`src/rtl/uni_bitstream_decoder_if.sv`:
```
// uni_bitstream_decoder_if: stream input, start control and result handshake of the bitstream decoder
interface uni_bitstream_decoder_if #(parameter int BW = 8);
  logic          start;
  logic          iEn;
  logic          iBit;
  logic          oReady;
  logic          oValid;
  logic [BW-1:0] oData;
  logic          oBusy;
  modport master (output start, iEn, iBit, oReady, input oValid, oData, oBusy);
  modport slave  (input start, iEn, iBit, oReady, output oValid, oData, oBusy);
endinterface

```
`src/rtl/uni_bitstream_decoder.sv`:
```
// uni_bitstream_decoder: counts ones over a 2^BW valid-bit window and holds the saturated count
module uni_bitstream_decoder #(parameter int BW = 8) (
  input logic                clk,
  input logic                rst_n,
  uni_bitstream_decoder_if.slave bus
);
  typedef enum logic [1:0] {IDLE, ACC, HOLD} state_t;
  localparam logic [BW:0] LAST = {1'b0, {BW{1'b1}}};
  state_t        state_q, state_d;
  logic [BW:0]   bit_cnt_q, bit_cnt_d, ones_cnt_q, ones_cnt_d, sum;
  logic [BW-1:0] data_q, data_d;
  logic          clr;
  assign sum = ones_cnt_q + (BW+1)'(bus.iBit);
  // start is honoured everywhere except in HOLD without a consumer, so the result is never dropped
  assign clr = bus.start && (state_q != HOLD || bus.oReady);
  always_comb begin
    state_d    = state_q;
    bit_cnt_d  = bit_cnt_q;
    ones_cnt_d = ones_cnt_q;
    data_d     = data_q;
    if (clr) begin
      state_d    = ACC;
      bit_cnt_d  = '0;
      ones_cnt_d = '0;
    end else if (state_q == ACC && bus.iEn) begin
      bit_cnt_d  = bit_cnt_q + (BW+1)'(1);
      ones_cnt_d = sum;
      if (bit_cnt_q == LAST) begin
        data_d  = sum[BW] ? '1 : sum[BW-1:0];
        state_d = HOLD;
      end
    end else if (state_q == HOLD && bus.oReady) begin
      state_d = IDLE;
    end
  end
  always_ff @(posedge clk or negedge rst_n) begin
    if (!rst_n) begin
      state_q    <= IDLE;
      bit_cnt_q  <= '0;
      ones_cnt_q <= '0;
      data_q     <= '0;
    end else begin
      state_q    <= state_d;
      bit_cnt_q  <= bit_cnt_d;
      ones_cnt_q <= ones_cnt_d;
      data_q     <= data_d;
    end
  end
  assign bus.oValid = state_q == HOLD;
  assign bus.oBusy  = state_q == ACC;
  assign bus.oData  = data_q;
endmodule

```
`src/flat_wrapper.sv`:
```
// flat-port wrapper written by rule: the top's interface ports become plain ports
module uni_bitstream_decoder_flat 
#(parameter int BW = 8)
  (clk, rst_n, bus_start, bus_iEn, bus_iBit, bus_oReady, bus_oValid, bus_oData, bus_oBusy);
  uni_bitstream_decoder_if #(.BW(BW)) bus_i ();
  input logic clk;
  input logic rst_n;
  input wire logic [$bits(bus_i.start)-1:0] bus_start;
  input wire logic [$bits(bus_i.iEn)-1:0] bus_iEn;
  input wire logic [$bits(bus_i.iBit)-1:0] bus_iBit;
  input wire logic [$bits(bus_i.oReady)-1:0] bus_oReady;
  output wire logic [$bits(bus_i.oValid)-1:0] bus_oValid;
  output wire logic [$bits(bus_i.oData)-1:0] bus_oData;
  output wire logic [$bits(bus_i.oBusy)-1:0] bus_oBusy;
  assign bus_i.start = bus_start;
  assign bus_i.iEn = bus_iEn;
  assign bus_i.iBit = bus_iBit;
  assign bus_i.oReady = bus_oReady;
  assign bus_oValid = bus_i.oValid;
  assign bus_oData = bus_i.oData;
  assign bus_oBusy = bus_i.oBusy;
  uni_bitstream_decoder #(.BW(BW)) u_core (.clk(clk), .rst_n(rst_n), .bus(bus_i));
endmodule
```
`config.mk`:
```
export PLATFORM = sky130hd
export DESIGN_NAME = uni_bitstream_decoder_flat
export DESIGN_NICKNAME = d
export VERILOG_FILES = /design/src/rtl/uni_bitstream_decoder_if.sv /design/src/rtl/uni_bitstream_decoder.sv /design/src/flat_wrapper.sv
export SDC_FILE = /design/constraint.sdc
export NUM_CORES = 1
export LEC_CHECK = 0
export ABC_AREA = 1
export BUFFER_PORTS_ARGS = -buffer_cell sky130_fd_sc_hd__buf_2
export CORE_AREA = 2 2 54 56
export CTS_CLUSTER_DIAMETER = 40
export DETAILED_ROUTE_END_ITERATION = 6
export DIE_AREA = 0 0 56 58
export PLACE_DENSITY_LB_ADDON = 0.15
export SLEW_MARGIN = 0
export SYNTH_ARGS = -nofsm -noshare
export SYNTH_HDL_FRONTEND = slang
export SYNTH_SLANG_ARGS = --single-unit
```
`constraint.sdc`:
```
create_clock -name clk -period 4.5 [get_ports clk]
set_clock_uncertainty 0.1 [all_clocks]
set_input_delay 1.125 -clock clk [delete_from_list [all_inputs] [get_ports clk]]
set_output_delay 1.125 -clock clk [all_outputs]
set_load 0.02 [all_outputs]
```
# Word-level counts from Yosys, hierarchy flattened
# Cells that the tools add are included.
# totals
reg_bits	28
out_inout_bits	10
input_bits	6
elab_cells	29
# op_classes
n_eq_ne	5
n_reduce_logical	8
n_bitwise	1
addsub	2
n_mux	9
# ops
cell	n
$mux 9	4
$add 9x1->9	1
$add 9x1->9 const B	1
$eq 9x8->1 const B	1
$mux 2	4
$mux 8	1
$logic_and 1x1->1	3
$ne 3x2->1 const B	1
$reduce_and 3->1	1
$reduce_bool 3->1	1
$eq 2x1->1 const B	1
$eq 2x2->1 const B	1
$ne 2x2->1 const B	1
$reduce_and 2->1	1
$reduce_bool 2->1	1
$logic_or 1x1->1	1
$not 1->1	1

# Longest topological paths before layout
# logic_depth
depth_word	5
ltp_mapped	10
mapped_depth_nobuf	10

# Worst setup path after synthesis
# No wires, ideal clock.
# synth_path
path_type	input to register
start	in bus_iBit
end	reg u_core.data_q[2], in the netlist u_core.bus.oData[2]
path_slack_ps	2236
arrival_time_ps	2048
required_time_ps	4284
n_path_buf	0
setup_ps	116
path_stages	10
path_cell_list	ha_1 ha_1 nand2_1 nor2_2 nand2_1 nand2_1 nand2_2 nand2_1 nand2_1 nand2_1
# synth_via
elab_chain_len	2
# synth_lines
item	line_no	rtl
start, declared	flat_wrapper.sv:10	input wire logic [$bits(bus_i.iBit)-1:0] bus_iBit;
$add 9x1->9	uni_bitstream_decoder.sv:13	assign sum = ones_cnt_q + (BW+1)'(bus.iBit);
$mux 8	uni_bitstream_decoder.sv:29	data_d = sum[BW] ? '1 : sum[BW-1:0];
end signal, assigned	uni_bitstream_decoder.sv:46	data_q <= data_d;
end, declared	uni_bitstream_decoder.sv:11	logic [BW-1:0] data_q, data_d;
# No other way between the ends.
# A chain may end at the register's enable or synchronous reset.

# Final worst setup path
# layout_path
start	reg u_core.state_q[0]
end	out bus_oValid
# layout_via
elab_chain_len	1
# layout_lines
item	line_no	rtl
start, declared	uni_bitstream_decoder.sv:9	state_t state_q, state_d;
start signal, assigned	uni_bitstream_decoder.sv:43	state_q <= state_d;
$eq 2x2->1	uni_bitstream_decoder.sv:49	assign bus.oValid = state_q == HOLD;
end, declared	flat_wrapper.sv:12	output wire logic [$bits(bus_i.oValid)-1:0] bus_oValid;
# No other way between the ends.

==> impl_metrics.ini <==
[clock_network]
cts_tree = yes
worstSkewPairLatency_ns = 0.33
root_buffer = clkbuf_4
htreeDepth = 1
clock-sinks = 28
cts_setup_buffers = 0
cts_resized = 0
ctsHoldBuffers = 0
cts.reportedPaths.clkPinSlew_ns = 0.15
cts_buffers = 3
cts.path.max_buffers = 2

[worst_setup_path]
max_stage_delay_ns = 0.46
critical_path.reg2reg.startpoint = u_core.state_q[0]$_DFFE_PN0P_
critPathSlowestCell = dfrtp_1
crit_required_ns = 3.27
cp_top_family = flip-flops
startpoint_type = flop
reg2reg_slack_ns = 2.67
cp.arrival_ns = 1.15
reg2reg_to = u_core.bit_cnt_q[0]$_DFFE_PN0P_
worstPathMaxFanout = 3
worstPathCellList = inv_2, nand2_2, inv_1, buf_2
path_class = reg -> out
r2r_cells = 7
endpoint_kind = output port
crit_buf_inv = 3

[finish]
final_cell_mix = nand2_1, dfrtp_1, inv_1
final_layout_size_suffix_gt1_share_pct = 16.9
mostFrequentLayoutCell = nand2_1
final_nets = 218
diodes = 0
instances_no_fill = 238
area_growth_pct = 9.80

[hold_path]
holdPathEnd = u_core.bus.oData[7]$_DFFE_PN0P_
hp-start = u_core.bus.oData[7]$_DFFE_PN0P_
hp-class = reg -> reg
hold_depth = 2

[die]
die_h_um = 58
dieWidth_um = 56
dieArea_um2 = 3250
pin_count = 16
rows = 19
core_area_um2 = 2660
start_util_pct = 56.6

[routing]
wl_per_cell_um = 12.1
drt_wl_total_mm = 2.88
dr.pass1.iters = 4
ant_nets = 0
vias_per_cell = 5.24
first_iter_violations = 47
drc_errors = 0
vias = 1247

[power]
clkPwrFrac_pct = 36.0
p_int_w = 0.000355
combinationalPowerShare_pct = 7.7
p_sw_share_pct = 22.6
p_per_area_nw_per_um2 = 277
ir_worst_vdd_mv = 0.166
switchingPower_w = 0.000104
cellLeakagePower_nw = 0.881
power_frac_seq_pct = 56.2

[synth]
synth.area.top_cells = dfrtp_1, nand2_1, inv_1, nand3_1, nor2_1
yosys_warnings = 0
ys_seq_area_share_pct = 46.5
synth_compound_area_share_pct = 10.0
yosys.area_share.simple_pct = 31.1
netlist_area_um2 = 1510
syn_nets = 200
synth_top_cell_area_share_pct = 46.5
synth_mux_area_share_pct = 0
synthAdderAreaFrac_pct = 3.32
synth.largest_area_cell = dfrtp_1
synthXorXnorAreaFrac_pct = 1.16
postSynthCellCount = 190
synth-seq-cells = 28
ys_types = 24
synth_top_family_by_area = simple AND/OR/NAND/NOR gates
synth.avg_cell_area_um2 = 7.93

[sta]
grt_setup_unrepaired = no
setup_tns_ns = 0
slew_viol_final = 0
finalCritPeriodShare_pct = 52.9
relSlewSlack_pct = 59.0
fmax_mhz = 420
min_period_ns = 2.38
worst_pin_slew_ns = 0.615
hold_viol_final = 0
setup_viol = 0

[place]
gp_congestion = 0.781
dp_hpwl_mm = 2.13
dp.cells = 234
port_buffers = 15

[global_route]
grt_overflow_total = 0
grt_pass1_vias = 1203
grt_max_degree = 29
grt.total_usage_pct = 19.5
grt_pass1_wl_mm = 5.02
antenna_found_initial = 0

[flow_run]
drv_cap = 0

[status]
status = finished, final reports clean
-- tightest hold or removal path, stage by stage, from the launching register on --
cell	delay, ns
dfrtp_1	0.37
nand2_1	0.05
nand2_1	0.05
-- layout make-up --
class | count | area, um2
multi-input combinational | 135 | 688
fill | 254 | 1010
clock inverter | 1 | 30.0
clock buffer | 3 | 22.5
tap | 31 | 38.8
inverter | 25 | 98.8
sequential | 28 | 701
timing repair buffer | 15 | 75.1
-- kinds of logic (layout without fill, tap and decap cells) --
kind of cell | count (synthesis) | after routing
buf+inv | 27 | 44
compound gates | 22 | 22
xor+xnor | 2 | 2
flops | 28 | 28
fa+ha+maj | 4 | 4
simple gates | 107 | 107
-- registers in the layout, summed over array words and instances (netlist names) --
register,cells
u_core.bit_cnt_q,9
u_core.ones_cnt_q,9
u_core.bus.oData,8
u_core.state_q,2
-- metal layers --
metal	routed length, um	GRT usage (%)	vias up
li1	-	-	630
met1	1220	24.1	591
met2	1560	36.1	20
met3	68	2.01	6
met4	39	6.12	0
met5	0	0	-
-- power groups by stage --
| stage | clock (W) | combinational, W | sequential, W |
|---|---|---|---|
| after detailed placement | 0 | 0.0000360 | 0.000263 |
| final | 0.000165 | 0.0000355 | 0.000258 |
| after floorplan | 0 | 0.0000240 | 0.000262 |
| after global routing | 0.000178 | 0.0000403 | 0.000259 |
| after global placement | 0 | 0.0000346 | 0.000262 |
| after CTS | 0.000169 | 0.0000360 | 0.000258 |
-- synth_stat cells --
| library cell | n |
|---|---|
| nand2_1 | 74 |
| dfrtp_1 | 28 |
| inv_1 | 21 |
| nor2_1 | 14 |
| nand3_1 | 12 |
| o21ai_0 | 6 |
| o22ai_1 | 6 |
| ha_1 | 4 |
| o21ai_2 | 4 |
| a21oi_1 | 3 |
| inv_2 | 3 |
| nand2_2 | 2 |
| nand3_4 | 2 |
| buf_4 | 1 |
| buf_6 | 1 |
| clkinv_4 | 1 |
| nand2_8 | 1 |
| nor2_2 | 1 |
| nor3_1 | 1 |
| o21ai_1 | 1 |
| o21ai_4 | 1 |
| o22ai_2 | 1 |
| xnor2_1 | 1 |
| xor2_1 | 1 |
-- stage by stage --
step	hold slack [ns]	setup slack [ns]	utilization (%)	power [W]	area [um2]
after floorplan	0.358	2.24	-	0.000286	1510
after global placement	0.360	2.01	60.2	0.000297	1600
after detailed placement	0.360	1.96	60.2	0.000299	1600
after CTS	0.398	2.10	62.1	0.000463	1650
after global routing	0.419	2.04	62.1	0.000477	1650
final	0.396	2.12	62.1	0.000459	1650
-- worst max-delay path by stage --
| stage | startpoint | endpoint | slack [ns] | depth (start not counted) |
|---|---|---|---|---|
| after detailed placement | bus_iBit | u_core.bus.oData[1]$_DFFE_PN0P_ | 1.96 | 10 |
| after floorplan | bus_iBit | u_core.bus.oData[2]$_DFFE_PN0P_ | 2.24 | 10 |
| after global routing | u_core.state_q[0]$_DFFE_PN0P_ | bus_oValid | 2.04 | 4 |
| after CTS | u_core.state_q[0]$_DFFE_PN0P_ | bus_oValid | 2.10 | 4 |
| after global placement | bus_iBit | u_core.bus.oData[2]$_DFFE_PN0P_ | 2.01 | 11 |
| final | u_core.state_q[0]$_DFFE_PN0P_ | bus_oValid | 2.12 | 4 |
Power figures use the tool's default switching activity.
